$ cat config.mk
export PLATFORM = sky130hd
export DESIGN_NAME = alu_share_ctrl_flat
export DESIGN_NICKNAME = d
export VERILOG_FILES = /design/src/rtl/alu_ctrl_pkg.sv /design/src/rtl/alu_share_ctrl_if.sv /design/src/rtl/rr_arb2.sv /design/src/rtl/alu_share_ctrl.sv /design/src/flat_wrapper.sv
export SDC_FILE = /design/constraint.sdc
export NUM_CORES = 1
export LEC_CHECK = 0
export CAP_MARGIN = 15
export CELL_PAD_IN_SITES_DETAIL_PLACEMENT = 1
export CELL_PAD_IN_SITES_GLOBAL_PLACEMENT = 1
export CORE_ASPECT_RATIO = 0.8
export CORE_MARGIN = 2
export CORE_UTILIZATION = 26
export CTS_CLUSTER_SIZE = 24
export DETAILED_ROUTE_END_ITERATION = 10
export PLACE_DENSITY = 0.85
export SLEW_MARGIN = 0
export SYNTH_ARGS = -nofsm -noshare
export SYNTH_HDL_FRONTEND = slang
export SYNTH_SLANG_ARGS = --single-unit
$ cat constraint.sdc
create_clock -name clk -period 1.5 [get_ports clk]
set_clock_uncertainty 0.05 [all_clocks]
set_input_delay 0.3 -clock clk [delete_from_list [all_inputs] [get_ports clk]]
set_output_delay 0.3 -clock clk [all_outputs]
set_load 0.005 [all_outputs]
$ cat src/rtl/alu_ctrl_pkg.sv
// Shared definitions for the ALU sharing controller: op codes, FSM states,
// flag layout and the op-class helpers that decide which raw ALU flags are
// allowed through to a requester.
package alu_ctrl_pkg;

  localparam int unsigned OP_W     = 4;
  localparam int unsigned FLAG_W   = 4;
  localparam int unsigned SETTLE_W = 3;

  typedef logic [OP_W-1:0] aluOp_t;

  localparam aluOp_t OP_AND  = 4'b0000;
  localparam aluOp_t OP_OR   = 4'b0001;
  localparam aluOp_t OP_XOR  = 4'b0010;
  localparam aluOp_t OP_NOT  = 4'b0011;
  localparam aluOp_t OP_ADD  = 4'b0100;
  localparam aluOp_t OP_ADC  = 4'b0101;
  localparam aluOp_t OP_ADDS = 4'b0110;
  localparam aluOp_t OP_SUBS = 4'b0111;
  localparam aluOp_t OP_SUB  = 4'b1000;
  localparam aluOp_t OP_SUBC = 4'b1001;
  localparam aluOp_t OP_SLL  = 4'b1010;
  localparam aluOp_t OP_SRL  = 4'b1011;
  localparam aluOp_t OP_SRA  = 4'b1100;
  localparam aluOp_t OP_ROL  = 4'b1101;
  localparam aluOp_t OP_ROR  = 4'b1110;
  localparam aluOp_t OP_CLZ  = 4'b1111;

  typedef enum logic [1:0] {
    IDLE = 2'd0,
    EXEC = 2'd1,
    RESP = 2'd2
  } ctrlState_t;

  localparam int unsigned FLAG_C = 3;
  localparam int unsigned FLAG_N = 2;
  localparam int unsigned FLAG_V = 1;
  localparam int unsigned FLAG_Z = 0;

  // Field order matches the FLAG_* bit indices.
  typedef struct packed {
    logic c;
    logic n;
    logic v;
    logic z;
  } aluFlags_t;

  // Ops whose carry-out is architecturally meaningful.
  function automatic logic op_sets_carry(aluOp_t op);
    return (op == OP_ADD) || (op == OP_ADC) || (op == OP_SUBC);
  endfunction

  // Ops whose N/V/Z are architecturally meaningful.
  function automatic logic op_sets_nvz(aluOp_t op);
    return (op == OP_ADDS) || (op == OP_SUBS);
  endfunction

endpackage

$ cat src/rtl/alu_share_ctrl_if.sv
// Requester-side bundle of the ALU sharing controller: two request channels
// and two response channels (shared result/flags, per-port valid/ready).
//   master : requester view (drives req_*, rsp_ready)
//   slave  : controller view (drives req_ready, rsp_*)
interface alu_share_ctrl_if
  import alu_ctrl_pkg::*;
#(
  parameter int unsigned W = 32
);

  logic [1:0]        req_valid;
  logic [1:0]        req_ready;
  logic [OP_W-1:0]   req_op0;
  logic [OP_W-1:0]   req_op1;
  logic [W-1:0]      req_a0;
  logic [W-1:0]      req_b0;
  logic [W-1:0]      req_a1;
  logic [W-1:0]      req_b1;
  logic [1:0]        rsp_valid;
  logic [1:0]        rsp_ready;
  logic [W-1:0]      rsp_result;
  logic [FLAG_W-1:0] rsp_flags;

  modport master (
    output req_valid, req_op0, req_op1, req_a0, req_b0, req_a1, req_b1,
    output rsp_ready,
    input  req_ready, rsp_valid, rsp_result, rsp_flags
  );

  modport slave (
    input  req_valid, req_op0, req_op1, req_a0, req_b0, req_a1, req_b1,
    input  rsp_ready,
    output req_ready, rsp_valid, rsp_result, rsp_flags
  );

endinterface

$ cat src/rtl/rr_arb2.sv
// Two-way round-robin grant, purely combinational.
//   reqValid : per-port request valid
//   last     : port that won the most recent completed transaction
//   grant_c  : one-hot grant (zero when nothing is requested)
module rr_arb2 (
  input  logic [1:0] reqValid,
  input  logic       last,
  output logic [1:0] grant_c
);

  // A lone requester always wins; on a tie the port that did not go last wins.
  always_comb begin
    grant_c = 2'b00;
    case (reqValid)
      2'b01:   grant_c = 2'b01;
      2'b10:   grant_c = 2'b10;
      2'b11:   grant_c = last ? 2'b01 : 2'b10;
      default: grant_c = 2'b00;
    endcase
  end

endmodule

$ cat src/rtl/alu_share_ctrl.sv
// Shares one external combinational ALU between two requesters. A granted
// request is registered onto the ALU inputs, held for ALU_LAT cycles, and the
// result plus op-qualified flags are returned to the owning port.
//   clk, rst_n            : clock, async active-low reset
//   bus (slave)           : request/response channels of both ports
//   alu_op, alu_a, alu_b  : registered operation/operands to the ALU
//   alu_result, alu_c/n/v/z : ALU result and raw flags
module alu_share_ctrl
  import alu_ctrl_pkg::*;
#(
  parameter int unsigned ALU_LAT = 1,
  parameter int unsigned W       = 32
) (
  input  logic            clk,
  input  logic            rst_n,
  alu_share_ctrl_if.slave bus,
  output logic [OP_W-1:0] alu_op,
  output logic [W-1:0]    alu_a,
  output logic [W-1:0]    alu_b,
  input  logic [W-1:0]    alu_result,
  input  logic            alu_c,
  input  logic            alu_n,
  input  logic            alu_v,
  input  logic            alu_z
);

  // Settle counter is SETTLE_W bits wide, so only 1..7 is representable.
  if ((ALU_LAT < 1) || (ALU_LAT > 7)) begin : gLatRangeCheck
    $error("alu_share_ctrl: ALU_LAT=%0d outside 1..7", ALU_LAT);
  end

  ctrlState_t          stateQ, stateD;
  logic [SETTLE_W-1:0] settleQ, settleD;
  logic                ownerQ, ownerD;
  logic                lastQ, lastD;
  aluOp_t              aluOpQ, aluOpD;
  logic [W-1:0]        aluAQ, aluAD;
  logic [W-1:0]        aluBQ, aluBD;
  logic [1:0]          rspValidQ, rspValidD;
  logic [W-1:0]        rspResultQ, rspResultD;
  aluFlags_t           rspFlagsQ, rspFlagsD;

  logic [1:0]          grant_c;
  logic [1:0]          reqReady_c;
  aluFlags_t           qualFlags_c;

  rr_arb2 uArb (
    .reqValid (bus.req_valid),
    .last     (lastQ),
    .grant_c  (grant_c)
  );

  // Mask raw flags the current op does not define, so stale ALU flag
  // latches never reach a requester.
  always_comb begin
    qualFlags_c   = '0;
    qualFlags_c.c = op_sets_carry(aluOpQ) & alu_c;
    qualFlags_c.n = op_sets_nvz(aluOpQ) & alu_n;
    qualFlags_c.v = op_sets_nvz(aluOpQ) & alu_v;
    qualFlags_c.z = op_sets_nvz(aluOpQ) & alu_z;
  end

  // Next-state and next-output logic.
  always_comb begin
    stateD     = stateQ;
    settleD    = settleQ;
    ownerD     = ownerQ;
    lastD      = lastQ;
    aluOpD     = aluOpQ;
    aluAD      = aluAQ;
    aluBD      = aluBQ;
    rspValidD  = rspValidQ;
    rspResultD = rspResultQ;
    rspFlagsD  = rspFlagsQ;
    reqReady_c = 2'b00;

    case (stateQ)
      IDLE: begin
        // Gated by rst_n so req_ready reads 0 while reset is held.
        reqReady_c = rst_n ? grant_c : 2'b00;
        if (grant_c != 2'b00) begin
          ownerD  = grant_c[1];
          aluOpD  = grant_c[1] ? bus.req_op1 : bus.req_op0;
          aluAD   = grant_c[1] ? bus.req_a1  : bus.req_a0;
          aluBD   = grant_c[1] ? bus.req_b1  : bus.req_b0;
          settleD = SETTLE_W'(ALU_LAT);
          stateD  = EXEC;
        end
      end

      EXEC: begin
        settleD = settleQ - SETTLE_W'(1);
        if (settleQ == SETTLE_W'(1)) begin
          rspResultD = alu_result;
          rspFlagsD  = qualFlags_c;
          rspValidD  = ownerQ ? 2'b10 : 2'b01;
          stateD     = RESP;
        end
      end

      RESP: begin
        // Only the owner's rsp_ready completes the transaction.
        if (bus.rsp_ready[ownerQ]) begin
          rspValidD = 2'b00;
          // Recording the owner as last gives the other port priority next.
          lastD     = ownerQ;
          stateD    = IDLE;
        end
      end

      default: stateD = IDLE;
    endcase
  end

  // State and output registers.
  always_ff @(posedge clk or negedge rst_n) begin
    if (!rst_n) begin
      stateQ     <= IDLE;
      settleQ    <= '0;
      ownerQ     <= 1'b0;
      lastQ      <= 1'b1;
      aluOpQ     <= '0;
      aluAQ      <= '0;
      aluBQ      <= '0;
      rspValidQ  <= 2'b00;
      rspResultQ <= '0;
      rspFlagsQ  <= '0;
    end else begin
      stateQ     <= stateD;
      settleQ    <= settleD;
      ownerQ     <= ownerD;
      lastQ      <= lastD;
      aluOpQ     <= aluOpD;
      aluAQ      <= aluAD;
      aluBQ      <= aluBD;
      rspValidQ  <= rspValidD;
      rspResultQ <= rspResultD;
      rspFlagsQ  <= rspFlagsD;
    end
  end

  assign bus.req_ready  = reqReady_c;
  assign bus.rsp_valid  = rspValidQ;
  assign bus.rsp_result = rspResultQ;
  assign bus.rsp_flags  = rspFlagsQ;
  assign alu_op         = aluOpQ;
  assign alu_a          = aluAQ;
  assign alu_b          = aluBQ;

endmodule

$ cat src/flat_wrapper.sv
// flat-port wrapper written by rule: the top's interface ports become plain ports
module alu_share_ctrl_flat import alu_ctrl_pkg::*;
#(
  parameter int unsigned ALU_LAT = 1,
  parameter int unsigned W       = 32
)
  (clk, rst_n, alu_op, alu_a, alu_b, alu_result, alu_c, alu_n, alu_v, alu_z, bus_req_valid, bus_req_op0, bus_req_op1, bus_req_a0, bus_req_b0, bus_req_a1, bus_req_b1, bus_rsp_ready, bus_req_ready, bus_rsp_valid, bus_rsp_result, bus_rsp_flags);
  alu_share_ctrl_if #(.W(W)) bus_i ();
  input  logic clk;
  input  logic rst_n;
  output logic [OP_W-1:0] alu_op;
  output logic [W-1:0] alu_a;
  output logic [W-1:0] alu_b;
  input  logic [W-1:0] alu_result;
  input  logic alu_c;
  input  logic alu_n;
  input  logic alu_v;
  input  logic alu_z;
  input wire logic [$bits(bus_i.req_valid)-1:0] bus_req_valid;
  input wire logic [$bits(bus_i.req_op0)-1:0] bus_req_op0;
  input wire logic [$bits(bus_i.req_op1)-1:0] bus_req_op1;
  input wire logic [$bits(bus_i.req_a0)-1:0] bus_req_a0;
  input wire logic [$bits(bus_i.req_b0)-1:0] bus_req_b0;
  input wire logic [$bits(bus_i.req_a1)-1:0] bus_req_a1;
  input wire logic [$bits(bus_i.req_b1)-1:0] bus_req_b1;
  input wire logic [$bits(bus_i.rsp_ready)-1:0] bus_rsp_ready;
  output wire logic [$bits(bus_i.req_ready)-1:0] bus_req_ready;
  output wire logic [$bits(bus_i.rsp_valid)-1:0] bus_rsp_valid;
  output wire logic [$bits(bus_i.rsp_result)-1:0] bus_rsp_result;
  output wire logic [$bits(bus_i.rsp_flags)-1:0] bus_rsp_flags;
  assign bus_i.req_valid = bus_req_valid;
  assign bus_i.req_op0 = bus_req_op0;
  assign bus_i.req_op1 = bus_req_op1;
  assign bus_i.req_a0 = bus_req_a0;
  assign bus_i.req_b0 = bus_req_b0;
  assign bus_i.req_a1 = bus_req_a1;
  assign bus_i.req_b1 = bus_req_b1;
  assign bus_i.rsp_ready = bus_rsp_ready;
  assign bus_req_ready = bus_i.req_ready;
  assign bus_rsp_valid = bus_i.rsp_valid;
  assign bus_rsp_result = bus_i.rsp_result;
  assign bus_rsp_flags = bus_i.rsp_flags;
  alu_share_ctrl #(.ALU_LAT(ALU_LAT), .W(W)) u_core (.clk(clk), .rst_n(rst_n), .bus(bus_i), .alu_op(alu_op), .alu_a(alu_a), .alu_b(alu_b), .alu_result(alu_result), .alu_c(alu_c), .alu_n(alu_n), .alu_v(alu_v), .alu_z(alu_z));
endmodule
* Yosys cells after proc, flatten, opt, wreduce, memory -nomap -nowiden *
Index checks and enable logic that the tools add are counted.

storage, ports and cells
  output and inout bits = 108
  input bits = 178
  bits in registers = 113

operators by class
  add/sub/neg operators = 1
  equality and inequality tests = 14
  reduce and logical (&&, ||, !) cells = 13
  bitwise logic cells = 4
  $lt $le $gt $ge = 1
  mux-type cells = 18

operators by type and width
  operator             count
  $mux 32              2
  $eq 4x3->1 const B   4
  $mux 2               8
  $pmux 2 s3           2
  $reduce_and 2->1     4
  $eq 2x2->1 const B   3
  $ne 2x1->1 const B   3
  $pmux 3 s2           1
  $reduce_and 3->1     2
  $reduce_bool 2->1    3
  $and 1x1->1          4
  $eq 2x1->1 const B   2
  $eq 4x4->1 const B   1
  $mux 4               1
  $pmux 2 s2           1
  $eq 3x1->1 const B   1
  $logic_or 1x1->1     3
  $mux 3               1
  $sub 3x1->3 const B  1
  $logic_not 2->1      1
  $lt 1x2->1 const B   1
  $mux 1               2

* Logic depth before layout (Yosys ltp) *
  depth after elaboration = 5
  mapped depth = 8

* Cells and area by module *
A second synthesis with hierarchy kept.

second synthesis, totals
  cells, all modules = 419
  area total of the unflattened synthesis = 5545.3 um2

modules (own cells, without submodules)
  module          times used  cells each  area an instance (um2)
  alu_share_ctrl  1           416         5526.6
  rr_arb2         1           3           18.8

* Worst setup path before layout *
OpenSTA, ideal clock, no wires.

  path kind = register to register
  start point = reg u_core.stateQ[1]
  end point = reg u_core.rspResultQ[16] (netlist: u_core.bus.rsp_result[16])
  buffers on the path = 3
  required time = 1.325 ns
  setup time = 0.125 ns
  setup slack = -0.119 ns
  stages on the path, launching flop included = 8
  arrival = 1.444 ns
  period minus slack after synthesis = 1.619 ns
  cell sequence = dfrtp_1 -> inv_1 -> ha_1 -> buf_4 -> nand3b_1 -> buf_4 -> buf_6 -> mux2_2

on the way
  cells in the longest elaborated chain, start to end = 2

ends and longest elaborated chain
  element                            line                   RTL
  start: declaration                 alu_share_ctrl.sv:32   ctrlState_t stateQ, stateD;
  start signal: assignment           alu_share_ctrl.sv:129  stateQ <= stateD;
  $eq 2x1->1                         alu_share_ctrl.sv:77   case (stateQ)
  $reduce_and 2->1 (no source line)  -
  end signal: assignment             alu_share_ctrl.sv:137  rspResultQ <= rspResultD;
  end: declaration                   alu_share_ctrl.sv:40   logic [W-1:0] rspResultQ, rspResultD;

Every way passes these cells.
A chain may end at the register's enable or synchronous reset.

* Final worst setup path *
  start point = reg u_core.stateQ[1]
  end point = out bus_req_ready[0]

on the way
  cells in the longest elaborated chain, start to end = 2

ends and longest elaborated chain
  element           line                  RTL
  $logic_not 2->1   alu_share_ctrl.sv:77
  $mux 2            alu_share_ctrl.sv:77
  end: declaration  flat_wrapper.sv:27    output wire logic [$bits(bus_i.req_ready)-1:0] bus_req_ready;

Every way passes these cells.

==> flow_summary.yaml <==
global_routing:
  antenna_found_initial: 0
  gr-total-overflow: 0
  grt_pass1_wl_mm: 32.1
  grt_pass1_vias: 5563
  grt_start_max_net_pins: 54
  grt_usage_pct: 20.3
detailed_routing:
  wirelength_mm: 22.0
  wl_per_cell_um: 20.6
  ant_nets: 0
  via_per_inst: 4.66
  vias: 4982
  drtIter0Drc: 160
  drc: 0
  dr.pass1.iters: 4
min_path:
  hold_class: "in2async"
die:
  die_x_um: 160
  start_util_pct: 26.6
  placementRows: 45
  dieHeight_um: 129
  dieArea_um2: 20700
  io_pins: 286
  core_area_um2: 19100
worst_setup_path:
  startpoint: "u_core.stateQ[1]$_DFFE_PN0P_"
  slowest_delay_ps: 400
  required_ps: 1150
  cp_max_fo: 3
  start_kind: "register"
  crit_type: "reg2out"
  slowest_stage: "dfrtp_1"
  cp-end-kind: "output port"
  crit_chain: "inv_2, ha_4, nand3_2, a21oi_2, buf_2"
  crit_buf_inv: 2
  timing.rr.start: "u_core.stateQ[1]$_DFFE_PN0P_"
  crit_family: "flip-flops"
  arrival_ps: 1400
logic_synthesis:
  syn_area_per_cell_um2: 11.7
  syn-cell-area_um2: 5080
  synth_cell_types: 30
  ys_seq_area_share_pct: 55.7
  ys_ff_latch: 113
  synth_nets: 618
  ys_warn_count: 0
  netlist_instances: 434
clock_network:
  h-tree-depth: 4
  numCtsBuffers: 17
  clockRootBuffer: "clkbuf_16"
  insertion_delay_ps: 410
  cts_tree: "done"
  cts_buffer_depth: 2
  clkTransAtPathRegs_ps: 60
  cts_sinks: 113
timing:
  setup_violations: 113
  rsz0062_at_grt: "true"
  fin_crit_sh_pct: 117
  fmax_mhz: 572
  tightest_slew_ps: 723
  fin_ws_ps: -249
  hold_viol_final: 0
  slew_headroom_pct: 51.8
  slew_violations: 0
  fin_crit_ps: 1750
placement:
  place_congestion: 0.752
  post_dp_cell_area_um2: 8560
  port_buffers: 285
  dpl.cell_count: 997
  hpwl_mm: 13.9
  place_ws_ps: -567
flow_run:
  max_cap_viol_count: 0
power:
  total_power_mw: 21.0
  leakagePower_nw: 4.86
  p_per_area_nw_per_um2: 2020
  peakVddDrop_uv: 741
final_layout:
  postLayoutCellArea_um2: 10400
  layout-drive-gt1-share_pct: 36.5
  multiInputGateArea_um2: 2760
  mostFrequentLayoutCell: "clkdlybuf4s50_1"
  syn2layout_area_growth_pct: 105
  stdcell_count: 1068
  mostFrequentLayoutCells: "clkdlybuf4s50_1, dfrtp_1, dlygate4sd2_1, mux2i_1, o21ai_2"
  final_net_count: 981
  antenna_cells: 0
  fillers: 1933
  register_area_um2: 2830
outcome:
  violations: "negative setup slack"
  status: "complete, but fails checks"
==> what timing repair did <==
action / 4_1_cts / 5_1_grt
setup buffers: 25 / 13
resized for setup: 167 / 215
setup endpoints to repair: 213 / 114
endpoints found under the hold margin: 16 / 0
cloned: 12 / 2
hold buffers: 1 / 0
pin swaps: 7 / 99
==> cell usage after synthesis (all sizes together) <==
| cell | number | share of area, % |
|---|---|---|
| dfstp | 1 | 0.52 |
| inv | 10 | 0.74 |
| clkbuf | 6 | 0.44 |
| a21oi | 4 | 0.39 |
| a21boi | 1 | 0.15 |
| mux2 | 33 | 7.3 |
| a221o | 1 | 0.20 |
| nor2 | 1 | 0.074 |
| or3b | 1 | 0.17 |
| nand2 | 71 | 5.2 |
| a221oi | 2 | 0.47 |
| and3 | 2 | 0.25 |
| dfrtp | 112 | 55 |
| ha | 6 | 1.5 |
| nor3b | 2 | 0.30 |
| o21ai | 73 | 7.2 |
| nand3 | 1 | 0.098 |
| nand2b | 3 | 0.37 |
| a211oi | 1 | 0.15 |
| nor3 | 1 | 0.20 |
| o2bb2ai | 3 | 0.52 |
| buf | 22 | 3.6 |
| a22o | 6 | 1.0 |
| nand3b | 2 | 0.30 |
| mux2i | 69 | 14 |
==> area by class of cell <==
| class | instances | share of cell area, % |
|---|---|---|
| tap | 258 | 3.10 |
| timing repair buffer | 372 | 37.1 |
| clock inverter | 14 | 1.48 |
| inverter | 10 | 0.361 |
| clock buffer | 18 | 4.22 |
| multi-input combinational | 283 | 26.6 |
| sequential | 113 | 27.2 |
==> power by group <==
part | internal [mW] | switching, mW
clock network | 2.51 | 1.56
logic | 6.32 | 4.82
registers | 4.58 | 1.20
==> registers in the layout, summed over array words and instances, names as in the netlist <==
register	count
u_core.stateQ	2
u_core.bus.rsp_valid	2
u_core.bus.rsp_flags	4
u_core.lastQ	1
u_core.ownerQ	1
u_core.alu_a	32
u_core.settleQ	3
u_core.bus.rsp_result	32
u_core.alu_op	4
u_core.alu_b	32
==> stage by stage <==
step	TNS, ps	utilization, %	hold WS (ps)
global placement	-31470	44.8	270
CTS	-19600	51.5	76.2
finish	-14800	54.5	66.0
global route	-21000	54.5	132
floorplan	-1480	-	-45.6
detailed placement	-34270	44.8	268
==> path summary, 6_finish.rpt <==
kind / end / slack (ps) / depth (start not counted)
min in group clk: u_core.alu_a[0]$_DFFE_PN0P_ / 430 / 2
max in group asynchronous: u_core.lastQ$_DFFE_PN1P_ / 710 / 3
setup reg to reg: u_core.bus.rsp_result[12]$_DFFE_PN0P_ / -240 / 7
hold / removal: u_core.alu_b[0]$_DFFE_PN0P_ / 70 / 3
setup / recovery: bus_req_ready[0] / -250 / 5
hold reg to reg: u_core.alu_a[0]$_DFFE_PN0P_ / 430 / 2
==> routing by layer <==
| metal | vias up | track usage [%] | share of wire [%] |
|---|---|---|---|
| met5 | - | 0 | 0 |
| met4 | 0 | 5.51 | 2.2 |
| met3 | 30 | 7.49 | 8.6 |
| met2 | 231 | 37.0 | 52 |
| met1 | 2471 | 22.7 | 38 |
| li1 | 2250 | - | - |
==> kinds of logic (layout without fill, tap and decap cells) <==
| logic type | Yosys count | in the layout | synth area share [%] |
|---|---|---|---|
| buffers and inverters | 38 | 414 | 4.83 |
| AOI/OAI and AO/OA | 91 | 91 | 10.1 |
| DFF | 113 | 113 | 55.7 |
| adders and majority gates | 6 | 6 | 1.48 |
| muxes | 102 | 102 | 20.9 |
| and+or+nand+nor | 84 | 84 | 6.99 |
==> tightest hold or removal path: stages <==
cell	delay, ps
buf_4	120
buf_4	110
buf_4	460
Power figures use the tool's default switching activity.
